`src/rtl/kwta_pkg.sv`:
```
// kwta_pkg: shared types and width helpers for the lateral-inhibition k-WTA block.
// Holds the FSM state enum, the winner-id / time / count width functions and
// the all-ones NO_WINNER constant (sliced to the id width by its users).
package kwta_pkg;

  typedef enum logic [1:0] {
    ST_IDLE = 2'd0,
    ST_RUN  = 2'd1,
    ST_DONE = 2'd2
  } kwta_state_e;

  // All-ones pattern; users take the low ID_W bits to mean "no winner yet".
  localparam logic [31:0] NO_WINNER = '1;

  // Winner id carries one extra bit so the all-ones code never aliases a neuron.
  function automatic int id_w(input int num_neurons);
    return $clog2(num_neurons) + 1;
  endfunction

  function automatic int time_w(input int time_period);
    return (time_period > 1) ? $clog2(time_period) : 1;
  endfunction

  function automatic int cnt_w(input int k_winners);
    return (k_winners > 0) ? $clog2(k_winners + 1) : 1;
  endfunction

endpackage

```
`src/rtl/lateral_inhibition_kwta_if.sv`:
```
// lateral_inhibition_kwta_if: spike input / winner output bundle for the k-WTA layer.
// master: spike source and result consumer (drives start, spike_volley).
// slave : the k-WTA block (drives gated_volley, winner_*, won_mask, win_count, busy, done).
interface lateral_inhibition_kwta_if #(
  parameter int NUM_NEURONS = 16,
  parameter int K_WINNERS   = 1,
  parameter int TIME_PERIOD = 16
);
  import kwta_pkg::*;

  localparam int ID_W = id_w(NUM_NEURONS);
  localparam int T_W  = time_w(TIME_PERIOD);
  localparam int C_W  = cnt_w(K_WINNERS);

  logic                   start;
  logic [NUM_NEURONS-1:0] spike_volley;
  logic [NUM_NEURONS-1:0] gated_volley;
  logic                   winner_valid;
  logic [ID_W-1:0]        winner_id;
  logic [T_W-1:0]         winner_time;
  logic [NUM_NEURONS-1:0] won_mask;
  logic [C_W-1:0]         win_count;
  logic                   busy;
  logic                   done;

  modport master (
    output start, spike_volley,
    input  gated_volley, winner_valid, winner_id, winner_time,
           won_mask, win_count, busy, done
  );

  modport slave (
    input  start, spike_volley,
    output gated_volley, winner_valid, winner_id, winner_time,
           won_mask, win_count, busy, done
  );

endinterface

```
`src/rtl/lateral_inhibition_kwta_priority_select.sv`:
```
// priority_select: combinational one-of-N picker over a request vector.
// Ports: req (WIDTH) in; found, idx (IDX_W), onehot (WIDTH) out.
// TIE_HIGH=1 picks the highest set bit, TIE_HIGH=0 the lowest. No state, zero latency.
module priority_select #(
  parameter int WIDTH    = 16,
  parameter int TIE_HIGH = 1,
  parameter int IDX_W    = $clog2(WIDTH) + 1
) (
  input  logic [WIDTH-1:0] req,
  output logic             found,
  output logic [IDX_W-1:0] idx,
  output logic [WIDTH-1:0] onehot
);

  // Ascending scan: with TIE_HIGH every later hit overrides, so the last
  // (highest) set bit wins; otherwise only the first hit is taken.
  always_comb begin
    found  = 1'b0;
    idx    = '0;
    onehot = '0;
    for (int i = 0; i < WIDTH; i++) begin
      if (req[i] && ((TIE_HIGH != 0) || !found)) begin
        found     = 1'b1;
        idx       = IDX_W'(i);
        onehot    = '0;
        onehot[i] = 1'b1;
      end
    end
  end

endmodule

```
`src/rtl/lateral_inhibition_kwta.sv`:
```
// lateral_inhibition_kwta: k-winner-take-all lateral inhibition over one gamma cycle.
// Ports: clk, rst_l (async active-low), bus (slave modport: start/spike_volley in,
// gated_volley/winner_valid/winner_id/winner_time/won_mask/win_count/busy/done out).
// Winners and gated spikes are registered: visible the cycle after the spike.
module lateral_inhibition_kwta
  import kwta_pkg::*;
#(
  parameter int NUM_NEURONS    = 16,
  parameter int K_WINNERS      = 1,
  parameter int TIME_PERIOD    = 16,
  parameter int TESTING_PERIOD = 12,
  parameter int TIE_HIGH       = 1
) (
  input  logic                        clk,
  input  logic                        rst_l,
  lateral_inhibition_kwta_if.slave    bus
);

  localparam int ID_W = id_w(NUM_NEURONS);
  localparam int T_W  = time_w(TIME_PERIOD);
  localparam int C_W  = cnt_w(K_WINNERS);

  kwta_state_e            state_q, state_d;
  logic [T_W-1:0]         time_q;
  logic [NUM_NEURONS-1:0] won_mask_q;
  logic [C_W-1:0]         win_count_q;
  logic [ID_W-1:0]        winner_id_q;
  logic [T_W-1:0]         winner_time_q;
  logic                   winner_valid_q;
  logic [NUM_NEURONS-1:0] gated_q;

  logic                   start_run;
  logic                   in_run;
  logic                   latch_en;
  logic [NUM_NEURONS-1:0] candidates;
  logic                   sel_found;
  logic [ID_W-1:0]        sel_idx;
  logic [NUM_NEURONS-1:0] sel_onehot;
  logic [NUM_NEURONS-1:0] pass_mask;

  // Neurons that already won this gamma cycle cannot win again.
  assign candidates = bus.spike_volley & ~won_mask_q;

  priority_select #(
    .WIDTH    (NUM_NEURONS),
    .TIE_HIGH (TIE_HIGH),
    .IDX_W    (ID_W)
  ) u_select (
    .req    (candidates),
    .found  (sel_found),
    .idx    (sel_idx),
    .onehot (sel_onehot)
  );

  assign in_run   = (state_q == ST_RUN);
  assign latch_en = in_run && sel_found
                 && (32'(time_q) < TESTING_PERIOD)
                 && (32'(win_count_q) < K_WINNERS);

  // Spikes pass if the neuron already won or wins right now; everything else
  // is inhibited, including losers of a same-cycle tie.
  assign pass_mask = won_mask_q | (latch_en ? sel_onehot : '0);

  // FSM next state. start outside IDLE is dropped, never remembered.
  always_comb begin
    state_d   = state_q;
    start_run = 1'b0;
    case (state_q)
      ST_IDLE: begin
        if (bus.start) begin
          state_d   = ST_RUN;
          start_run = 1'b1;
        end
      end
      ST_RUN: begin
        if (32'(time_q) == TIME_PERIOD - 1) state_d = ST_DONE;
      end
      ST_DONE: state_d = ST_IDLE;
      default: state_d = ST_IDLE;
    endcase
  end

  always_ff @(posedge clk or negedge rst_l) begin
    if (!rst_l) state_q <= ST_IDLE;
    else        state_q <= state_d;
  end

  // Datapath: results hold through DONE/IDLE and are only cleared by the next start.
  always_ff @(posedge clk or negedge rst_l) begin
    if (!rst_l) begin
      time_q         <= '0;
      won_mask_q     <= '0;
      win_count_q    <= '0;
      winner_id_q    <= NO_WINNER[ID_W-1:0];
      winner_time_q  <= '0;
      winner_valid_q <= 1'b0;
      gated_q        <= '0;
    end else begin
      winner_valid_q <= 1'b0;
      gated_q        <= '0;
      if (start_run) begin
        time_q        <= '0;
        won_mask_q    <= '0;
        win_count_q   <= '0;
        winner_id_q   <= NO_WINNER[ID_W-1:0];
        winner_time_q <= '0;
      end else if (in_run) begin
        time_q  <= time_q + 1'b1;
        gated_q <= bus.spike_volley & pass_mask;
        if (latch_en) begin
          winner_valid_q <= 1'b1;
          winner_id_q    <= sel_idx;
          winner_time_q  <= time_q;
          won_mask_q     <= won_mask_q | sel_onehot;
          win_count_q    <= win_count_q + 1'b1;
        end
      end
    end
  end

  assign bus.gated_volley = gated_q;
  assign bus.winner_valid = winner_valid_q;
  assign bus.winner_id    = winner_id_q;
  assign bus.winner_time  = winner_time_q;
  assign bus.won_mask     = won_mask_q;
  assign bus.win_count    = win_count_q;
  assign bus.busy         = in_run;
  assign bus.done         = (state_q == ST_DONE);

endmodule

```
`src/flat_wrapper.sv`:
```
// flat-port wrapper written by rule: the top's interface ports become plain ports
module lateral_inhibition_kwta_flat import kwta_pkg::*;
#(
  parameter int NUM_NEURONS    = 16,
  parameter int K_WINNERS      = 1,
  parameter int TIME_PERIOD    = 16,
  parameter int TESTING_PERIOD = 12,
  parameter int TIE_HIGH       = 1
)
  (clk, rst_l, bus_start, bus_spike_volley, bus_gated_volley, bus_winner_valid, bus_winner_id, bus_winner_time, bus_won_mask, bus_win_count, bus_busy, bus_done);
  lateral_inhibition_kwta_if #(.NUM_NEURONS(NUM_NEURONS), .K_WINNERS(K_WINNERS), .TIME_PERIOD(TIME_PERIOD)) bus_i ();
  input  logic clk;
  input  logic rst_l;
  input wire logic [$bits(bus_i.start)-1:0] bus_start;
  input wire logic [$bits(bus_i.spike_volley)-1:0] bus_spike_volley;
  output wire logic [$bits(bus_i.gated_volley)-1:0] bus_gated_volley;
  output wire logic [$bits(bus_i.winner_valid)-1:0] bus_winner_valid;
  output wire logic [$bits(bus_i.winner_id)-1:0] bus_winner_id;
  output wire logic [$bits(bus_i.winner_time)-1:0] bus_winner_time;
  output wire logic [$bits(bus_i.won_mask)-1:0] bus_won_mask;
  output wire logic [$bits(bus_i.win_count)-1:0] bus_win_count;
  output wire logic [$bits(bus_i.busy)-1:0] bus_busy;
  output wire logic [$bits(bus_i.done)-1:0] bus_done;
  assign bus_i.start = bus_start;
  assign bus_i.spike_volley = bus_spike_volley;
  assign bus_gated_volley = bus_i.gated_volley;
  assign bus_winner_valid = bus_i.winner_valid;
  assign bus_winner_id = bus_i.winner_id;
  assign bus_winner_time = bus_i.winner_time;
  assign bus_won_mask = bus_i.won_mask;
  assign bus_win_count = bus_i.win_count;
  assign bus_busy = bus_i.busy;
  assign bus_done = bus_i.done;
  lateral_inhibition_kwta #(.NUM_NEURONS(NUM_NEURONS), .K_WINNERS(K_WINNERS), .TIME_PERIOD(TIME_PERIOD), .TESTING_PERIOD(TESTING_PERIOD), .TIE_HIGH(TIE_HIGH)) u_core (.clk(clk), .rst_l(rst_l), .bus(bus_i));
endmodule
```
`config.mk`:
```
export PLATFORM = sky130hd
export DESIGN_NAME = lateral_inhibition_kwta_flat
export DESIGN_NICKNAME = d
export VERILOG_FILES = /design/src/rtl/kwta_pkg.sv /design/src/rtl/lateral_inhibition_kwta_if.sv /design/src/rtl/lateral_inhibition_kwta_priority_select.sv /design/src/rtl/lateral_inhibition_kwta.sv /design/src/flat_wrapper.sv
export SDC_FILE = /design/constraint.sdc
export NUM_CORES = 1
export LEC_CHECK = 0
export BUFFER_PORTS_ARGS = -buffer_cell sky130_fd_sc_hd__buf_2
export CAP_MARGIN = 30
export CORE_ASPECT_RATIO = 1.5
export CORE_UTILIZATION = 40
export DETAILED_ROUTE_END_ITERATION = 8
export SYNTH_ARGS = -nofsm -noshare
export SYNTH_HDL_FRONTEND = slang
export SYNTH_SLANG_ARGS = --single-unit
```
`constraint.sdc`:
```
create_clock -name clk -period 2.6 [get_ports clk]
set_input_delay 0.78 -clock clk [delete_from_list [all_inputs] [get_ports clk]]
set_output_delay 0.78 -clock clk [all_outputs]
set_load 0.02 [all_outputs]
```
==> metrics list, run 1 <==
- For this run, the post-layout net count is 304.
- The first global-routing pass estimated 8756 um of wire.
* Number of H-tree levels: 2
* Chip width: 63.90 um
- For this run, the total global-route usage over all layers was measured as 18.85%.
- R2r startpoint: u_core.bus.won_mask[5]$_DFFE_PN0P_
- Share of the clock period used by the worst path after layout: 82.89%
* Total Negative Setup Slacks: 0 ns
- Later-pin clock latency in the skew report: 0.30 ns
- The die covers 6060 um^2.
* Setup repair after global routing missed its margin: false
- Gate Count Post-Synth: 212
- CTS resizes: 0
* Number of buffers inserted by post-CTS setup repair: 0
- Hold buffer count at cts: 0
- Reg2Reg Capture Point: u_core.bus.gated_volley[9]$_DFF_PN0_
- Counting flops with a built-in enable in the synthesized netlist gives 0.
- Number of top-level design ports: 64
- Fill cells in the final layout number 539.
- Final critical-path required period: 2.155 ns
- Clock root buffer master: sky130_fd_sc_hd__clkbuf_8
* FF-to-FF path depth: 6
- After detailed routing, the number of remaining DRC violations is 0.
- The first TritonRoute pass finished after 4 iterations.
- IR drop worst, VDD: 493.4 uV
- Netlist cell types: 45
- Post-DR vias/cell: 5.214
- The core region is 5492 um^2.
- Total detailed-routing wirelength: 5338 um
- Lkg Pwr: 1.484 nW
- CTS tree: yes
* Fin. max-slew vios: 0
- Once detail routing completed, the nets flagged for antenna violations numbered 0.
* Crit. End Element: flip-flop
* Layout-stage area growth over the synthesis result: 23.63%
* Vias in the first global route: 1800
- Average detailed-routed wire length per instance: 15.04 um
- The min-delay analysis places its worst path in the category primary input to asynchronous set/reset pin.
- Once the floorplan was initialized, standard cells occupied 41.85% of the core.
* Worst setup slack after placement: 0.1778 ns
- Setup slack on the worst reg-to-reg path comes out at 0.61 ns.
* Share of post-route cells with drive strength above 1: 32.98%
- Number of clock sinks: 49
* Number of antenna violations at the first check in global routing: 0
* Avg Synthesized Cell Area: 10.84 um^2
* Worst setup path class: primary input to flip-flop
- After synthesis, flip-flops and latches occupy 53.62% of the total area.
- For the pin with the worst max-slew slack, the measured transition is 0.7299 ns.
* Count of input and output buffers: 63
- In this run the power density over the cells is 1006 nW/um^2.
- Total overflow reported by the global router: 0
- Leaving out fill and tap cells, the most frequent cell in the layout is sky130_fd_sc_hd__buf_2.
- Headroom to the max-slew limit came out at 51.22%.
* Die height: 94.84 um
- In the layout the commonest cells are sky130_fd_sc_hd__buf_2 (63), sky130_fd_sc_hd__dfrtp_1 (44), sky130_fd_sc_hd__nand2_1 (23).
* Max Clock Skew: 0.007715 ns
* Arrival time at the worst endpoint: 2.40 ns
- Summing all multi-input logic gate instances after layout gives 1017 um^2.
* Max frequency: 464.0 MHz
- Final cell area excluding filler cells: 2841 um^2
* Fraction of synthesis flops using an asynchronous set or reset pin: 100.0%
- The final route contains 1851 vias.
- Final number of hold-violating endpoints: 0
- Number of design-rule violations left by the first detailed-router iteration: 57
- Setup violations remaining at the end of the flow were counted as 0.
- Max_cap viols: 0
- Row generation in the floorplan step produced 33 rows.
* Maximum number of pins on one net before global-route repair: 29
* Placed instance area: 2751 um^2
* Nets in the synthesized netlist: 232
- Status: finished, final reports clean
- For this run, the number of Yosys warnings is 0.
- Clock-pin slew reported for the worst setup and hold paths after clock tree synthesis: 0.10 ns
* Post-synth top flop: sky130_fd_sc_hd__dfrtp_1
- Setup slack closes at 0.4449 ns.
* Combined flip-flop and latch cell area: 1232 um^2
- The repair_antennas step left the layout with diodes totalling 0.
- At the worst endpoint, the required time is 2.84 ns.
- Summing every instance area after synthesis gives 2298 um^2.
- Post-detailed-placement half-perimeter wirelength: 3987 um
* Crit start category: primary input
- Total clock buffers created by CTS: 5
- The clock passes through at most 2 buffers.
- Last weighted congestion value of the routability-driven placer: 0.7621
- After synthesis the netlist holds a flip-flop and latch count of 49.
- Top fanout value on the critical path: 6
where the power goes:
group	switching (mW)	internal (mW)	leakage [nW]
Combinational	0.766	0.472	0.804
Clock	0.267	0.191	0.0445
Sequential	0.163	0.999	0.635
synthesized netlist by cell type (5+ instances only):
cell type                  instances  area [um^2]
sky130_fd_sc_hd__a22o_1            6        52.55
sky130_fd_sc_hd__and3_1            6        37.54
sky130_fd_sc_hd__nand2b_1         10        62.56
sky130_fd_sc_hd__a21oi_1          10        50.05
sky130_fd_sc_hd__nor2b_1          13        81.33
sky130_fd_sc_hd__nor2_1           16        60.06
sky130_fd_sc_hd__a32o_1            6        60.06
sky130_fd_sc_hd__o21ai_1           7        35.03
sky130_fd_sc_hd__inv_1             5        18.77
sky130_fd_sc_hd__dfstp_2           5        131.4
sky130_fd_sc_hd__dfrtp_1          44         1101
sky130_fd_sc_hd__nand2_1          23        86.33
routing by layer:
layer  global-route usage (%)  vias to the layer above  part of all wire [%]
li1                         -                      916                     -
met1                    22.99                      894                    44
met2                    32.98                       36                    51
met3                    3.623                        5                   3.2
met4                    6.250                        0                   1.4
met5                        0                        -                     0
critical path, stage by stage:
cell                       delay [ns]
sky130_fd_sc_hd__buf_2           0.10
sky130_fd_sc_hd__nor2b_1         0.37
sky130_fd_sc_hd__nor4_4          0.09
sky130_fd_sc_hd__buf_4           0.17
sky130_fd_sc_hd__a311oi_2        0.50
sky130_fd_sc_hd__and4_1          0.29
sky130_fd_sc_hd__a31o_1          0.10
registers in the layout, summed over array words and instances, names as in the netlist:
| signal | flops |
|---|---|
| u_core.time_q | 4 |
| u_core.bus.won_mask | 16 |
| u_core.state_q | 2 |
| u_core.bus.winner_time | 4 |
| u_core.bus.win_count | 1 |
| u_core.bus.gated_volley | 16 |
| u_core.bus.winner_valid | 1 |
| u_core.bus.winner_id | 5 |
per-stage QoR:
step	hold WS, ns	power, mW	cells	utilization [%]
after global placement	0.4579	2.411	347	50.10
after detailed placement	0.4684	2.431	347	50.10
after global routing	0.4681	3.081	355	51.74
final	0.4333	2.859	355	51.74
after CTS	0.4488	2.891	355	51.74
after floorplan	0.4844	1.986	212	-
cells by family after synthesis:
| kind of cell | share of synthesized area [%] |
|---|---|
| fa+ha+maj | 0.5443 |
| simple gates | 21.67 |
| buf+inv | 2.123 |
| compound gates | 21.56 |
| mux | 0.4899 |
| flops | 53.62 |
final cells by class:
type	count	share of cell area [%]
tap	70	3.082
timing repair buffer	72	13.91
sequential	49	43.37
inverter	5	0.6605
clock inverter	3	0.7486
clock buffer	5	2.422
multi-input combinational	151	35.80
worst max path at each step:
stage	startpoint	to	cells past startpoint
2_1_floorplan	bus_spike_volley[2]	u_core.bus.gated_volley[9]$_DFF_PN0_	5
4_1_cts	bus_spike_volley[5]	u_core.bus.gated_volley[9]$_DFF_PN0_	7
3_3_place_gp	bus_spike_volley[1]	u_core.bus.gated_volley[9]$_DFF_PN0_	7
5_1_grt	bus_spike_volley[11]	u_core.bus.winner_id[0]$_DFFE_PN1P_	7
6_report	bus_spike_volley[5]	u_core.bus.gated_volley[9]$_DFF_PN0_	7
3_5_place_dp	bus_spike_volley[2]	u_core.bus.gated_volley[9]$_DFF_PN0_	7
Power figures use the tool's default switching activity.
==> inputs of run 2 (changes only) <==
PLACE_DENSITY = 0.66   (was unset)
clock period = 1.8 ns   (was 2.6 ns; I/O delays follow)
==> run 2 against run 1 <==
Worst hold slack got worse by 0.28 ns. Highest routed layer unchanged. First-iteration DRC count increased by 46%. Via count increased by 13%.
==> metrics list, run 2 (synthesis results as in run 1) <==
- The run finished with clean final reports.
* FF-to-FF path depth: 6 (unchanged)
- The pin count of the biggest net entering global routing came to 34 (+17%).
- Crit start category: primary input
- Dividing the final minimum period by the clock period gives 99.32%.
- The share of cells above drive strength 1 was 50.45% (+17 points).
- Maximum single-stage delay on the critical path: 0.40 ns (-0.10 ns)
- The die width was 63.90 um (unchanged).
* Commonest non-fill, non-tap cell in the layout: sky130_fd_sc_hd__buf_2
- TritonCTS built the clock tree.
- Clock root buffer master: sky130_fd_sc_hd__clkbuf_8
- The library cells used most frequently in the layout, excluding fill and tap cells, are sky130_fd_sc_hd__buf_2 (63), sky130_fd_sc_hd__buf_4 (52), sky130_fd_sc_hd__dfrtp_1 (43).
- The half-perimeter wire length after placement is 4255 um (+6.7%).
* Remaining max-slew budget at the tightest pin: 71.85% (+21 points)
- The number of search-and-repair iterations in the first detailed-routing pass came to 6 (+2).
* Cell row count: 33 (unchanged)
- Total overflow reported by the global router: 0 (unchanged)
* Final critical-path required period: 1.788 ns
- The power per cell area was 1407 nW/um^2 (+40%).
- Slew at the pin closest to its max-slew limit: 0.4222 ns (-0.3077 ns)
* N_diodes: 0 (unchanged)
- Setup repair after global routing could not meet its margin everywhere.
- The maximum VDD drop came to 998.0 uV (+100%).
- Cells along the critical path: buf_2 > nor2b_2 > a2111oi_4 > buf_4 > a41oi_4 > and3_4 > a31o_1
- Number of clock sinks: 49 (unchanged)
- The critical path in this run is classified as primary input to flip-flop.
- Top fanout value on the critical path: 8 (+2)
* Max frequency: 559.4 MHz
- The first-iteration detailed-routing DRC count is 83 (+46%).
* Average detailed-routed wire length per instance: 14.91 um (-0.82%)
- Final-layout fill cell count: 465 (-14%)
- Max Clock Skew: 0.007476 ns (-0.0002389 ns)
- The number of nets with antenna violations after detailed routing was 0 (unchanged).
* Number of endpoints failing setup at the final stage: 0 (unchanged)
- Utilization after layout: 61.84% (+10 points)
- The area growth from synthesis to layout is 47.74%.
* Total clock buffers created by CTS: 5 (unchanged)
* Fin cells: 405 (+14%)
- The total instance count after detailed placement came to 388 (+12%).
- The die outline height was 94.84 um (unchanged).
- Fin nets: 354 (+16%)
- Fin. max-slew vios: 0 (unchanged)
* Last weighted congestion value of the routability-driven placer: 0.7988 (+4.8%)
- STA classifies the critical path endpoint as a flip-flop.
* Residual DRC count: 0 (unchanged)
- Area occupied by multi-input gates: 1135 um^2 (+12%)
- The mean number of vias per cell came to 5.180 (-0.65%).
- The overall fraction of global-route tracks in use came to 20.37% (+1.5 points).
- The arrival time at the worst endpoint came to 1.99 ns (-0.41 ns).
- Total detailed-routing wirelength: 6040 um (+13%)
- DR vias: 2098 (+13%)
* Number of top-level design ports: 64 (unchanged)
- The static leakage power is 1.802 nW (+21%).
- Cell with the biggest individual delay on the critical path: sky130_fd_sc_hd__a2111oi_4
- The area of the die is 6060 um^2 (unchanged).
- Total core area: 5492 um^2 (unchanged)
* Combined flip-flop and latch cell area: 1234 um^2 (+0.10%)
- The number of max-capacitance violations reported was 0 (unchanged).
- The clock insertion delay at the later pin of the skew report is 0.31 ns (about the same).
- Logic depth of the worst setup path including buffers: 7 (unchanged)
* Initial Util: 41.85% (unchanged)
* Clock-pin slew reported for the worst setup and hold paths after clock tree synthesis: 0.09 ns (about the same)
- Maximum number of buffers from clock root to sink: 2 (unchanged)
- The number of port buffers was 63 (unchanged).
* Number of antenna violations at the first check in global routing: 0 (unchanged)
- Worst path required time: 2.01 ns (-0.83 ns)
- Vias in the first global route: 2025 (+13%)
* Hold WC Path Type: primary input to asynchronous set/reset pin
* Global-route wire length before repair: 9370 um (+7.0%)
* Number of H-tree levels: 2 (unchanged)
- Final number of hold-violating endpoints: 0 (unchanged)
* Count of buffering cells on the critical path with inverters included: 2 (unchanged)
* Cell class contributing the biggest share of worst-path delay: compound AO/OA/AOI/OAI gates
## run 2: cell count changes in the layout (fill, tap and decap cells not counted), sizes merged
| cell | change |
|---|---|
| buf | +49 |
| clkinvlp | -1 |
| clkbuf | +2 |
| inv | -1 |
| clkinv | +1 |
## run 2: through the flow
step	worst slack [ns]	TNS, ns	power [mW]	area (um^2)	hold slack [ns]
2_1_floorplan	-0.08506	-0.9917	2.933	2347	0.2444
3_3_place_gp	-0.2587	-6.898	3.728	3104	0.4559
3_5_place_dp	-0.3003	-7.429	3.771	3104	0.4682
4_1_cts	0.006609	0	4.523	3231	0.1550
5_1_grt	-0.04631	-0.2598	5.091	3396	0.1677
6_report	0.01229	0	4.778	3396	0.1494
## run 2: routing by layer
metal / wire (um) / track usage (%) / part of all wire [%] / up-vias
met5: 0 / 0 / 0 / -
met2: 3263 / 36.79 / 54 / 45
met1: 2497 / 24.10 / 41 / 1029
met4: 81 / 6.818 / 1.3 / 0
met3: 198 / 3.502 / 3.3 / 7
li1: - / - / - / 1017
## run 2: final cells by class
type,count,share of cell area (%)
inverter,5,0.5527
timing repair buffer,122,24.28
tap,70,2.579
clock buffer,6,2.432
sequential,49,36.33
multi-input combinational,151,33.42
clock inverter,2,0.4053
## run 2: power breakdown
group | internal (mW) | switching, mW
registers | 1.45 | 0.207
clock network | 0.312 | 0.372
logic | 1.11 | 1.33
total | 2.87 | 1.91
## run 2: worst reg2reg max path: cells and delay by family (launching register included)
family	cells	cell delay, ns
AO/OA/AOI/OAI	3	0.78
buffers and inverters	2	0.25
flip-flops	1	0.40
AND/OR/NAND/NOR	1	0.23
## run 2: timing repair
| action | CTS | global route |
|---|---|---|
| hold buffers | 0 | 0 |
| hold endpoints to repair | 0 | 0 |
| endpoints found under the setup margin | 2 | 29 |
| resized for setup | 5 | 23 |
| pin swaps | 0 | 4 |
| setup buffers | 2 | 5 |
| cloned | 0 | 2 |
## run 2: worst paths after layout
kind / start / to / slack, ns
hold / removal: rst_l / u_core.bus.winner_time[3]$_DFFE_PN0P_ / 0.15
max in group asynchronous: rst_l / u_core.bus.winner_id[1]$_DFFE_PN1P_ / 1.07
setup reg to reg: u_core.bus.won_mask[0]$_DFFE_PN0P_ / u_core.bus.gated_volley[14]$_DFF_PN0_ / 0.04
setup / recovery: bus_spike_volley[2] / u_core.bus.gated_volley[14]$_DFF_PN0_ / 0.01
hold reg to reg: u_core.bus.winner_id[4]$_DFFE_PN1P_ / u_core.bus.winner_id[4]$_DFFE_PN1P_ / 0.48
min in group clk: u_core.bus.winner_id[4]$_DFFE_PN1P_ / u_core.bus.winner_id[4]$_DFFE_PN1P_ / 0.48
==> inputs of run 3 (changes only) <==
SLEW_MARGIN = 5   (was unset)
SYNTH_HIERARCHICAL = 1   (was unset)
==> run 3 against run 2 <==
The flow now finishes with violations (setup timing). Global-route usage is 0.95 points higher. Non-clock buffer count is 12 lower. Synthesized cell count rose by 14%. Die area about the same. Register-to-register slack got worse by 0.27 ns.
==> metrics list, run 3 <==
* Post-detailed-placement half-perimeter wirelength: 4057 um (-4.7%)
- The setup violation total in the final timing report was 43 (+43).
- The clock-pin slew on the worst setup and hold paths came to 0.09 ns (about the same).
- Sequential fraction of the synthesis area: 53.56% (-0.058 points)
* Number of top-level design ports: 64 (unchanged)
- The reg-to-reg setup timing slack was -0.23 ns (-0.27 ns).
- Slew at the pin closest to its max-slew limit: 0.4951 ns (+0.07291 ns)
- The placeable core region was 5492 um^2 (unchanged).
- The power per cell area was 1426 nW/um^2 (+1.4%).
- Layout-stage area growth over the synthesis result: 49.97%
- Leaving out fill and tap cells, the most frequent cells in the layout are sky130_fd_sc_hd__buf_2 (62), sky130_fd_sc_hd__dfrtp_1 (44), sky130_fd_sc_hd__buf_4 (43).
- The share of cells above drive strength 1 came to 48.41% (-2.0 points).
* Total detailed-routing wirelength: 5879 um (-2.7%)
- In this run the critical register-to-register path is captured at u_core/bus.won_mask[12]$_DFFE_PN0P_.
- Final number of hold-violating endpoints: 0 (unchanged)
- Worst path required time: 1.98 ns (-0.03 ns)
- The number of rows created at floorplan is 33 (unchanged).
- The critical path is of the primary input to flip-flop type.
- The number of clock buffers inserted by TritonCTS was 5 (unchanged).
- The clock insertion delay at the later pin of the skew report came to 0.30 ns (about the same).
* Crit start category: primary input
* N_diodes: 0 (unchanged)
- CTS tree: yes
- The delay of the slowest cell on the worst path was 0.31 ns (-0.09 ns).
- The overall fraction of global-route tracks in use came to 21.32% (+0.95 points).
- Hold WC Path Type: primary input to asynchronous set/reset pin
- Placed instance area: 3062 um^2 (-1.4%)
- The number of search-and-repair iterations in the first detailed-routing pass is 4 (-2).
- The final reports fail on setup timing.
* Max frequency: 488.9 MHz (-13%)
* Number of clock sinks: 49 (unchanged)
- Cell area after synthesis: 2301 um^2 (+0.11%)
* Initial Util: 41.90% (+0.046 points)
- The final worst clock skew came to 0.007323 ns (-0.0001533 ns).
* Sum of internal, switching and leakage power: 4.921 mW (+3.0%)
- The number of unique standard cell types used by synthesis came to 42 (-6.7%).
* Vias in the first global route: 2131 (+5.2%)
* Last weighted congestion value of the routability-driven placer: 0.7927 (-0.76%)
- Ranking of synthesized cells by area: sky130_fd_sc_hd__dfrtp_1 (48%), sky130_fd_sc_hd__nor2_1 (7.3%), sky130_fd_sc_hd__dfstp_2 (5.7%)
- The total instance count after detailed placement is 405 (+4.4%).
* Gate Count Post-Synth: 242 (+14%)
- Setup repair after global routing missed its margin: true
- Number of antenna violations at the first check in global routing: 0 (unchanged)
* Worst Slack Setup Final: -0.2452 ns (-0.2575 ns)
- Top fanout value on the critical path: 7 (-1)
* Fraction of synthesis flops using an asynchronous set or reset pin: 100.0% (unchanged)
- Share of the synthesized area in the top cell type: 47.85% (-0.052 points)
- The pin count of the biggest net entering global routing was 50 (+47%).
* Clock root buffer master: sky130_fd_sc_hd__clkbuf_8
* Share of the clock period used by the worst path after layout: 113.6% (+14 points)
- Synth warn: 6 (+6)
- The total of fill cells in the finished design is 461 (-0.86%).
- The final cell area excluding filler cells is 3451 um^2 (+1.6%).
- Final ANT Viol Nets: 0 (unchanged)
* Die height: 94.89 um (about the same)
* Post-synth top flop: sky130_fd_sc_hd__dfrtp_1
- Worst setup slack after placement: -0.7906 ns (-0.4903 ns)
- DR vias: 2134 (+1.7%)
- Fin cells: 417 (+3.0%)
- FF-to-FF path depth: 10 (+4)
- Arrival time at the worst endpoint: 2.23 ns (+0.24 ns)
- Commonest non-fill, non-tap cell in the layout: sky130_fd_sc_hd__buf_2
- Status: finished with violations
* Cells along the critical path: buf_2 > nor2b_4 > nor4_4 > and3_4 > inv_4 > nor3_4 > nand3_1 > and4bb_4 > buf_12 > a31oi_4 > nor2_1
* Total overflow reported by the global router: 0 (unchanged)
- Number of enable-type register cells in the synthesized netlist: 0 (unchanged)
- The maximum buffer depth of the clock tree was 2 (unchanged).
- Sorting the synthesized cells by how often they occur yields sky130_fd_sc_hd__nor2_1 (45), sky130_fd_sc_hd__dfrtp_1 (44), sky130_fd_sc_hd__nand2_1 (27).
- Post-DR vias/cell: 5.118 (-1.2%)
- The static leakage power is 1.732 nW (-3.8%).
* IR drop worst, VDD: 915.3 uV (-8.3%)
* Fin. max-slew vios: 0 (unchanged)
* R2r startpoint: u_core/bus.won_mask[12]$_DFFE_PN0P_
- Remaining max-slew budget at the tightest pin: 66.69% (-5.2 points)
- The routed length per placed instance was 14.10 um (-5.5%).
- The number of port buffers is 63 (unchanged).
- The post-layout net count is 366 (+3.4%).
* Number of H-tree levels: 2 (unchanged)
- The die width is 63.93 um (about the same).
- Avg Synthesized Cell Area: 9.508 um^2 (-12%)
- The synthesized design spends more area on one cell type than any other, namely sky130_fd_sc_hd__dfrtp_1.
- Total Negative Setup Slacks: -8.627 ns (-8.627 ns)
- The net count of the mapped netlist was 262 (+13%).
- Max_cap viols: 0 (unchanged)
* Register bit total from synthesis: 49 (unchanged)
* Residual DRC count: 0 (unchanged)
- The first-iteration detailed-routing DRC count came to 68 (-18%).
- Final critical-path required period: 2.045 ns (+0.2575 ns)
* Die outline area: 6066 um^2 (about the same)
- Leading cell type by number of instances after synthesis: sky130_fd_sc_hd__nor2_1
- Global-route wire length before repair: 9908 um (+5.7%)
- Cell with the biggest individual delay on the critical path: sky130_fd_sc_hd__nor4_4
- STA classifies the critical path endpoint as a flip-flop.
run 3: how the worst max path moves through the flow:
stage	to	slack, ns	from
after CTS	u_core/bus.won_mask[12]$_DFFE_PN0P_	-0.23	u_core/bus.won_mask[14]$_DFFE_PN0P_
after detailed placement	u_core/bus.won_mask[0]$_DFFE_PN0P_	-0.79	bus_spike_volley[12]
final	u_core/bus.won_mask[12]$_DFFE_PN0P_	-0.25	bus_spike_volley[12]
after floorplan	u_core/bus.win_count$_DFFE_PN0P_	-0.59	bus_spike_volley[12]
after global placement	u_core/bus.gated_volley[0]$_DFF_PN0_	-0.74	bus_spike_volley[12]
after global routing	u_core/bus.won_mask[12]$_DFFE_PN0P_	-0.33	u_core/bus.won_mask[12]$_DFFE_PN0P_
run 3: per-stage QoR:
stage / hold WS (ns) / utilization (%)
after global routing: 0.2403 / 62.84
after floorplan: 0.2444 / -
after CTS: 0.2107 / 62.47
after detailed placement: 0.5027 / 55.75
after global placement: 0.5023 / 55.75
final: 0.2111 / 62.84
run 3: layout make-up:
type | instances | area [um^2] | share of cell area (%)
Inverter | 6 | 25.02 | 0.7252
Clock buffer | 6 | 82.58 | 2.393
Multi-Input combinational cell | 174 | 1254 | 36.33
Sequential cell | 49 | 1232 | 35.71
Timing Repair Buffer | 110 | 732.0 | 21.21
Tap cell | 70 | 87.58 | 2.538
Clock inverter | 2 | 37.54 | 1.088
run 3: cell families after synthesis:
logic type | synth area share (%)
multiplexers | 0.9244
buffers and inverters | 4.622
AO/OA/AOI/OAI | 10.17
other | 0.1630
adder cells (fa/ha/maj) | 0.5437
AND/OR/NAND/NOR | 30.02
flip-flops | 53.56
run 3: timing repair:
action	4_1_cts	5_1_grt
gates cloned	1	0
setup endpoints to repair	43	43
hold buffers	0	0
buffers inserted	3	0
pin swaps	17	7
resized for setup	30	7
run 3: critical path, delay by kind of cell:
family	cells	cell delay [ns]
simple gates	7	1.20
buf+inv	3	0.31
compound gates	1	0.16
run 3: report_power, final:
| part | internal, mW | switching, mW | total [mW] | leakage [nW] |
|---|---|---|---|---|
| sequential | 1.42 | 0.208 | 1.63 | 0.640 |
| combinational | 1.02 | 1.47 | 2.49 | 1.03 |
| clock | 0.452 | 0.353 | 0.805 | 0.0574 |
| total | 2.89 | 2.03 | 4.92 | 1.73 |
run 3: layer usage:
layer	track usage [%]	vias up	part of all wire, %
li1	-	1039	-
met1	24.61	1022	40
met2	39.63	63	55
met3	3.382	10	3.5
met4	6.818	0	1.4
met5	0	-	0
